**src/rtl/out_port_arbiter_if.sv**
```systemverilog
// Arbiter-side bundle for one switch output: per-input flit valid/tail in, grant/pop/strobes out.
// master = input buffers plus output buffer side, slave = out_port_arbiter.
interface out_port_arbiter_if #(
   parameter int N_IN = 4
);
   logic [N_IN-1:0] req;
   logic [N_IN-1:0] tail;
   logic            busy_in;
   logic [N_IN-1:0] grant;
   logic [N_IN-1:0] pop;
   logic            valid_out;
   logic            locked;
   logic            timeout_err;

   modport master (
      output req, tail, busy_in,
      input  grant, pop, valid_out, locked, timeout_err
   );

   modport slave (
      input  req, tail, busy_in,
      output grant, pop, valid_out, locked, timeout_err
   );
endinterface

```
**src/rtl/out_port_arbiter.sv**
```systemverilog
// Wormhole round-robin output arbiter: grant one cycle after req, lock until tail, busy_in stalls in place.
// Define ARB_TIMEOUT_EN to add a stall watchdog that drops a lock after TIMEOUT transfer-less cycles.
module out_port_arbiter #(
   parameter int N_IN    = 4,
   parameter int TIMEOUT = 255
) (
   input logic               clk,
   input logic               rst,
   out_port_arbiter_if.slave arb
);
   localparam int PW = (N_IN > 1) ? $clog2(N_IN) : 1;

   if (N_IN < 2 || TIMEOUT < 1) begin : g_bad_param
      $error("out_port_arbiter: N_IN must be >= 2 and TIMEOUT >= 1");
   end

   typedef enum logic {
      IDLE   = 1'b0,
      LOCKED = 1'b1
   } state_t;

   state_t          r_state;
   state_t          w_nxt_state;
   logic [N_IN-1:0] r_grant;
   logic [N_IN-1:0] w_nxt_grant;
   logic [N_IN-1:0] w_win_oh;
   logic [PW-1:0]   r_ptr;
   logic [PW-1:0]   w_nxt_ptr;
   logic [PW-1:0]   w_owner_idx;
   logic            w_found;
   logic            w_xfer;
   logic            w_tail_xfer;

`ifdef ARB_TIMEOUT_EN
   localparam int CW = $clog2(TIMEOUT + 1);
   logic [CW-1:0] r_stall_cnt;
   logic [CW-1:0] w_nxt_cnt;
   logic          r_timeout_err;
   logic          w_nxt_terr;
   logic          w_timeout;
`endif

   // Round-robin search starts just above the last owner and wraps.
   always_comb begin
      w_win_oh = '0;
      w_found  = 1'b0;
      for (int i = 1; i <= N_IN; i++) begin
         if (!w_found && arb.req[PW'((int'(r_ptr) + i) % N_IN)]) begin
            w_win_oh[PW'((int'(r_ptr) + i) % N_IN)] = 1'b1;
            w_found = 1'b1;
         end
      end
   end

   always_comb begin
      w_owner_idx = '0;
      for (int i = 0; i < N_IN; i++) begin
         if (r_grant[PW'(i)]) begin
            w_owner_idx = PW'(i);
         end
      end
   end

   assign w_xfer      = (r_state == LOCKED) && (|(arb.req & r_grant)) && !arb.busy_in;
   assign w_tail_xfer = w_xfer && (|(arb.tail & r_grant));

`ifdef ARB_TIMEOUT_EN
   // Fires in the stall cycle that brings the count to TIMEOUT.
   assign w_timeout = (r_state == LOCKED) && !w_xfer &&
                      (r_stall_cnt == CW'(TIMEOUT - 1));
`endif

   always_comb begin
      w_nxt_state = r_state;
      w_nxt_grant = r_grant;
      w_nxt_ptr   = r_ptr;
`ifdef ARB_TIMEOUT_EN
      w_nxt_cnt   = '0;
      w_nxt_terr  = 1'b0;
`endif
      case (r_state)
         IDLE: begin
            if (w_found) begin
               w_nxt_state = LOCKED;
               w_nxt_grant = w_win_oh;
            end else begin
               w_nxt_grant = '0;
            end
         end
         LOCKED: begin
            if (w_tail_xfer) begin
               w_nxt_state = IDLE;
               w_nxt_grant = '0;
               w_nxt_ptr   = w_owner_idx;
            end
`ifdef ARB_TIMEOUT_EN
            else if (w_timeout) begin
               w_nxt_state = IDLE;
               w_nxt_grant = '0;
               w_nxt_ptr   = w_owner_idx;
               w_nxt_terr  = 1'b1;
            end else if (!w_xfer) begin
               w_nxt_cnt = r_stall_cnt + CW'(1);
            end
`endif
         end
         default: begin
            w_nxt_state = IDLE;
            w_nxt_grant = '0;
         end
      endcase
   end

   always_ff @(posedge clk or negedge rst) begin
      if (!rst) begin
         r_state       <= IDLE;
         r_grant       <= '0;
         r_ptr         <= PW'(N_IN - 1);
`ifdef ARB_TIMEOUT_EN
         r_stall_cnt   <= '0;
         r_timeout_err <= 1'b0;
`endif
      end else begin
         r_state       <= w_nxt_state;
         r_grant       <= w_nxt_grant;
         r_ptr         <= w_nxt_ptr;
`ifdef ARB_TIMEOUT_EN
         r_stall_cnt   <= w_nxt_cnt;
         r_timeout_err <= w_nxt_terr;
`endif
      end
   end

   assign arb.grant     = r_grant;
   assign arb.pop       = w_xfer ? r_grant : '0;
   assign arb.valid_out = w_xfer;
   assign arb.locked    = (r_state == LOCKED);
`ifdef ARB_TIMEOUT_EN
   assign arb.timeout_err = r_timeout_err;
`else
   assign arb.timeout_err = 1'b0;
`endif
endmodule

```
**src/flat_wrapper.sv**
```systemverilog
// flat-port wrapper written by rule: the top's interface ports become plain ports
module out_port_arbiter_flat 
#(
   parameter int N_IN    = 4,
   parameter int TIMEOUT = 255
)
  (clk, rst, arb_req, arb_tail, arb_busy_in, arb_grant, arb_pop, arb_valid_out, arb_locked, arb_timeout_err);
  out_port_arbiter_if #(.N_IN(N_IN)) arb_i ();
  input logic clk;
  input logic rst;
  input wire logic [$bits(arb_i.req)-1:0] arb_req;
  input wire logic [$bits(arb_i.tail)-1:0] arb_tail;
  input wire logic [$bits(arb_i.busy_in)-1:0] arb_busy_in;
  output wire logic [$bits(arb_i.grant)-1:0] arb_grant;
  output wire logic [$bits(arb_i.pop)-1:0] arb_pop;
  output wire logic [$bits(arb_i.valid_out)-1:0] arb_valid_out;
  output wire logic [$bits(arb_i.locked)-1:0] arb_locked;
  output wire logic [$bits(arb_i.timeout_err)-1:0] arb_timeout_err;
  assign arb_i.req = arb_req;
  assign arb_i.tail = arb_tail;
  assign arb_i.busy_in = arb_busy_in;
  assign arb_grant = arb_i.grant;
  assign arb_pop = arb_i.pop;
  assign arb_valid_out = arb_i.valid_out;
  assign arb_locked = arb_i.locked;
  assign arb_timeout_err = arb_i.timeout_err;
  out_port_arbiter #(.N_IN(N_IN), .TIMEOUT(TIMEOUT)) u_core (.clk(clk), .rst(rst), .arb(arb_i));
endmodule
```
**config.mk**
```make
export PLATFORM = sky130hd
export DESIGN_NAME = out_port_arbiter_flat
export DESIGN_NICKNAME = d
export VERILOG_FILES = /design/src/rtl/out_port_arbiter_if.sv /design/src/rtl/out_port_arbiter.sv /design/src/flat_wrapper.sv
export SDC_FILE = /design/constraint.sdc
export NUM_CORES = 1
export LEC_CHECK = 0
export ABC_AREA = 1
export CORE_MARGIN = 8
export CORE_UTILIZATION = 40
export CTS_CLUSTER_DIAMETER = 150
export DETAILED_ROUTE_END_ITERATION = 8
export DONT_BUFFER_PORTS = 1
export PLACE_DENSITY = 0.58
export SLEW_MARGIN = 10
export SYNTH_ARGS = -nofsm -noshare
export SYNTH_HDL_FRONTEND = slang
export SYNTH_SLANG_ARGS = --single-unit
```
**constraint.sdc**
```tcl
create_clock -name clk -period 2.05 [get_ports clk]
set_input_delay 0.1025 -clock clk [delete_from_list [all_inputs] [get_ports clk]]
set_output_delay 0.1025 -clock clk [all_outputs]
set_load 0.03 [all_outputs]
```
==> flow_summary.rst <==
.. list-table::
   :header-rows: 1

   * - Metric
     - Value
   * - Drt drc
     - 0
   * - Post-DR vias/cell
     - roughly 4.9
   * - Nets
     - between 150 and 200
   * - CTS clk-pin slew, worst paths
     - approximately 0.05 ns
   * - Max VDD drop
     - approximately 0.96 mV
   * - Highest-count cells in the layout ignoring fill and taps
     - sky130_fd_sc_hd__nand2_1 (39), sky130_fd_sc_hd__inv_1 (15), sky130_fd_sc_hd__nand3_1 (14)
   * - Most common library cell in the layout ignoring fill and taps
     - sky130_fd_sc_hd__nand2_1
   * - I/O pin total
     - 22
   * - Detailed Route WL
     - approximately 2100 microns
   * - Number of clock buffers inserted by TritonCTS
     - 3
   * - Final Slew Violations
     - 0
   * - Kind of end point of the critical path
     - flip-flop
   * - Critical path type
     - flip-flop to flip-flop
   * - PwrDens
     - approximately 1700 mW/mm^2
   * - Estimated wirelength of the detail-placed design
     - ~1700 microns
   * - Data required, critical path
     - 2.19 ns
   * - RSZ-0062 raised after global routing
     - no
   * - CP cell instances
     - inv_2 > ha_1 > nand3_2 > nand2_4 > nor2_2 > a21oi_1 > nand3_1 > nand2_1 > nand2_1
   * - Routed length per instance
     - about 13 microns
   * - Highest cell delay on the worst timing path
     - roughly 0.53 ns
   * - Initial core utilization
     - 41.6%
   * - Post-synthesis instance area
     - 807 sq um
   * - Net count after synthesis
     - 144
   * - Synth Instances
     - approximately 130
   * - Number of warnings issued by yosys
     - 0
   * - Sum Neg Setup Slack
     - 0 ns
   * - Routability-driven placement congestion ratio
     - around 0.91
   * - Final setup violation count
     - 0
   * - GRT Overall Usage
     - between 10% and 20%
   * - Number of vias after detailed routing
     - ~800
   * - Row cnt
     - 16
   * - Library cell contributing the largest single delay on the critical path
     - sky130_fd_sc_hd__dfstp_2
   * - Design Power
     - 1.57 mW
   * - Floorplan die area
     - approximately 0.0037 sq mm
   * - Number of antenna-violating nets in the routed design
     - 0
   * - Die height
     - between 60 and 70 microns
   * - CTS Root Buffer Type
     - sky130_fd_sc_hd__clkbuf_4
   * - Number of antenna violations at the first check in global routing
     - 0
   * - Port Buffers
     - 0
   * - Arrival time at the worst endpoint
     - between 1.5 and 2 ns
   * - Area growth, synth to finish
     - 16.4%
   * - Final hold violations
     - 0
   * - Sequential fraction of the synthesis area
     - between 20% and 30%
   * - Top achievable clock speed
     - ~540 MHz
   * - Overflow left after global routing
     - 0
   * - Mean area per synthesized cell
     - between 6 and 7 sq um
   * - Sink Count
     - 7
   * - Fraction of layout cells with a size suffix above 1
     - 18.8%
   * - Synth unique cells
     - 22
   * - Worst hold path type
     - input pin to flip-flop
   * - Leakage Power
     - roughly 0.50 nW
   * - CTS tree
     - done
   * - Max-Cap Viols
     - 0
   * - Antenna fix cells
     - 0
   * - First-pass iteration count of the detailed router
     - 4
   * - Maximum clock insertion buffer count
     - 2
   * - Pin count of the biggest net entering global routing
     - 11
   * - Min Clock Period, post-route
     - around 1.9 ns
   * - Insertion delay of the later-clocked pin in the worst-skew pair
     - 0.24 ns
   * - Count of routing violations after the opening detailed-route iteration
     - 18
   * - Outcome
     - finished, final reports clean
   * - Maximum fanout along the worst path
     - 8
   * - Chip width
     - 60.9 microns
   * - Crit-path most repeated cell
     - sky130_fd_sc_hd__nand2_1
   * - Tcrit/Tclk final
     - a little over 90%
   * - Std-Cell Core Area
     - approximately 0.0019 sq mm
   * - Crit start category
     - flip-flop
   * - H-tree Lvls
     - 1
   * - Via count of the first global-routing pass
     - 796
   * - Clock Skew
     - roughly 0.00059 ns
   * - FF+latch count, synth
     - 7
   * - Wire length of the first global-routing pass
     - 3620 microns
-- metal layers --
layer / vias up / part of all wire (%) / track usage [%] / wire length [microns]
met2: 28 / 49 / 21.3 / 1040
met5: - / 0 / 0 / 0
met4: 0 / 0.70 / 2.99 / 15
li1: 432 / - / - / -
met1: 352 / 45 / 15.7 / 957
met3: 2 / 5.4 / 2.54 / 115
-- stage by stage --
| step | instances | hold slack (ns) | instance area [sq um] | util [%] | setup slack (ns) |
|---|---|---|---|---|---|
| 2_1_floorplan | 125 | -0.193 | 807 | - | 0.285 |
| 4_1_cts | 165 | 0.0570 | 940 | 48.4 | 0.193 |
| 3_5_place_dp | 160 | -0.193 | 903 | 46.5 | 0.197 |
| 6_report | 165 | 0.0623 | 940 | 48.4 | 0.194 |
| 5_1_grt | 165 | 0.0815 | 940 | 48.4 | 0.0370 |
| 3_3_place_gp | 160 | -0.193 | 903 | 46.5 | 0.206 |
-- sequential cells by signal, indices dropped and copies added, names as in the netlist --
signal and cells:
u_core.arb.grant 4, u_core.arb.locked 1, u_core.r_ptr 2
-- Yosys cell counts --
master / count / area share [%]
sky130_fd_sc_hd__o21a_1: 1 / 0.93
sky130_fd_sc_hd__dfstp_2: 2 / 6.5
sky130_fd_sc_hd__conb_1: 1 / 0.46
sky130_fd_sc_hd__nor2_2: 1 / 0.78
sky130_fd_sc_hd__nor2_8: 1 / 2.5
sky130_fd_sc_hd__nand4_1: 6 / 4.7
sky130_fd_sc_hd__o2111ai_1: 1 / 1.1
sky130_fd_sc_hd__nor2_1: 6 / 2.8
sky130_fd_sc_hd__inv_2: 3 / 1.4
sky130_fd_sc_hd__nand3_1: 14 / 8.7
sky130_fd_sc_hd__dfrtp_1: 5 / 16
sky130_fd_sc_hd__nand2_4: 2 / 2.8
sky130_fd_sc_hd__nand2_2: 3 / 2.3
sky130_fd_sc_hd__buf_4: 1 / 0.93
sky130_fd_sc_hd__buf_2: 1 / 0.62
sky130_fd_sc_hd__o21ai_1: 2 / 1.2
sky130_fd_sc_hd__nand2_1: 39 / 18
sky130_fd_sc_hd__nand3b_1: 2 / 1.9
sky130_fd_sc_hd__inv_1: 15 / 7.0
sky130_fd_sc_hd__nand3_2: 1 / 1.2
sky130_fd_sc_hd__ha_1: 8 / 12
sky130_fd_sc_hd__a21oi_1: 10 / 6.2
-- repair_timing --
item / 4_1_cts / 5_1_grt
buffers inserted: 0 / 0
hold buffers: 1 / 0
resized for setup: 0 / 0
hold endpoints to repair: 7 / 0
-- worst paths after layout --
kind                       cells past startpoint  slack, ns                         endpoint                        start
setup reg to reg                               9       0.19  u_core.arb.grant[0]$_DFFE_PN0P_  u_core.r_ptr[0]$_DFFE_PN1P_
min in group asynchronous                      1       0.19  u_core.arb.grant[2]$_DFFE_PN0P_                          rst
max in group asynchronous                      1       1.58      u_core.r_ptr[0]$_DFFE_PN1P_                          rst
hold / removal                                 3       0.06      u_core.r_ptr[1]$_DFFE_PN1P_                  arb_tail[0]
setup / recovery                               9       0.19  u_core.arb.grant[0]$_DFFE_PN0P_  u_core.r_ptr[0]$_DFFE_PN1P_
hold reg to reg                                2       0.56      u_core.r_ptr[1]$_DFFE_PN1P_  u_core.r_ptr[1]$_DFFE_PN1P_
-- power breakdown --
part	switching [mW]	leakage [nW]	internal (mW)
Sequential	0.0803	0.0840	0.212
Combinational	0.788	0.400	0.371
Clock	0.0490	0.0150	0.0742
Total	0.917	0.499	0.657
-- layout make-up --
class                           count  area (sq um)
Multi-Input combinational cell     98           549
Fill cell                         208          1000
Clock buffer                        4          26.3
Inverter                           18          67.6
Tap cell                           27          33.8
Sequential cell                     7           178
Timing Repair Buffer               11          85.1
-- worst max-delay path: cells and delay by family, from the launching register on --
kind                       cells  cell delay, ns
AOI/OAI and AO/OA              1            0.18
adders and majority gates      1            0.38
buffers and inverters          1            0.08
DFF                            1            0.53
and+or+nand+nor                6            0.58
-- cells by family (layout without fill, tap and decap cells) --
family | after synthesis | in the layout | synth area share [%]
AO/OA/AOI/OAI | 14 | 14 | 9.46
adder cells (fa/ha/maj) | 8 | 8 | 12.4
buffers and inverters | 20 | 33 | 9.92
flip-flops | 7 | 7 | 22.0
other | 1 | 1 | 0.465
AND/OR/NAND/NOR | 75 | 75 | 45.7
Power figures use the tool's default switching activity.
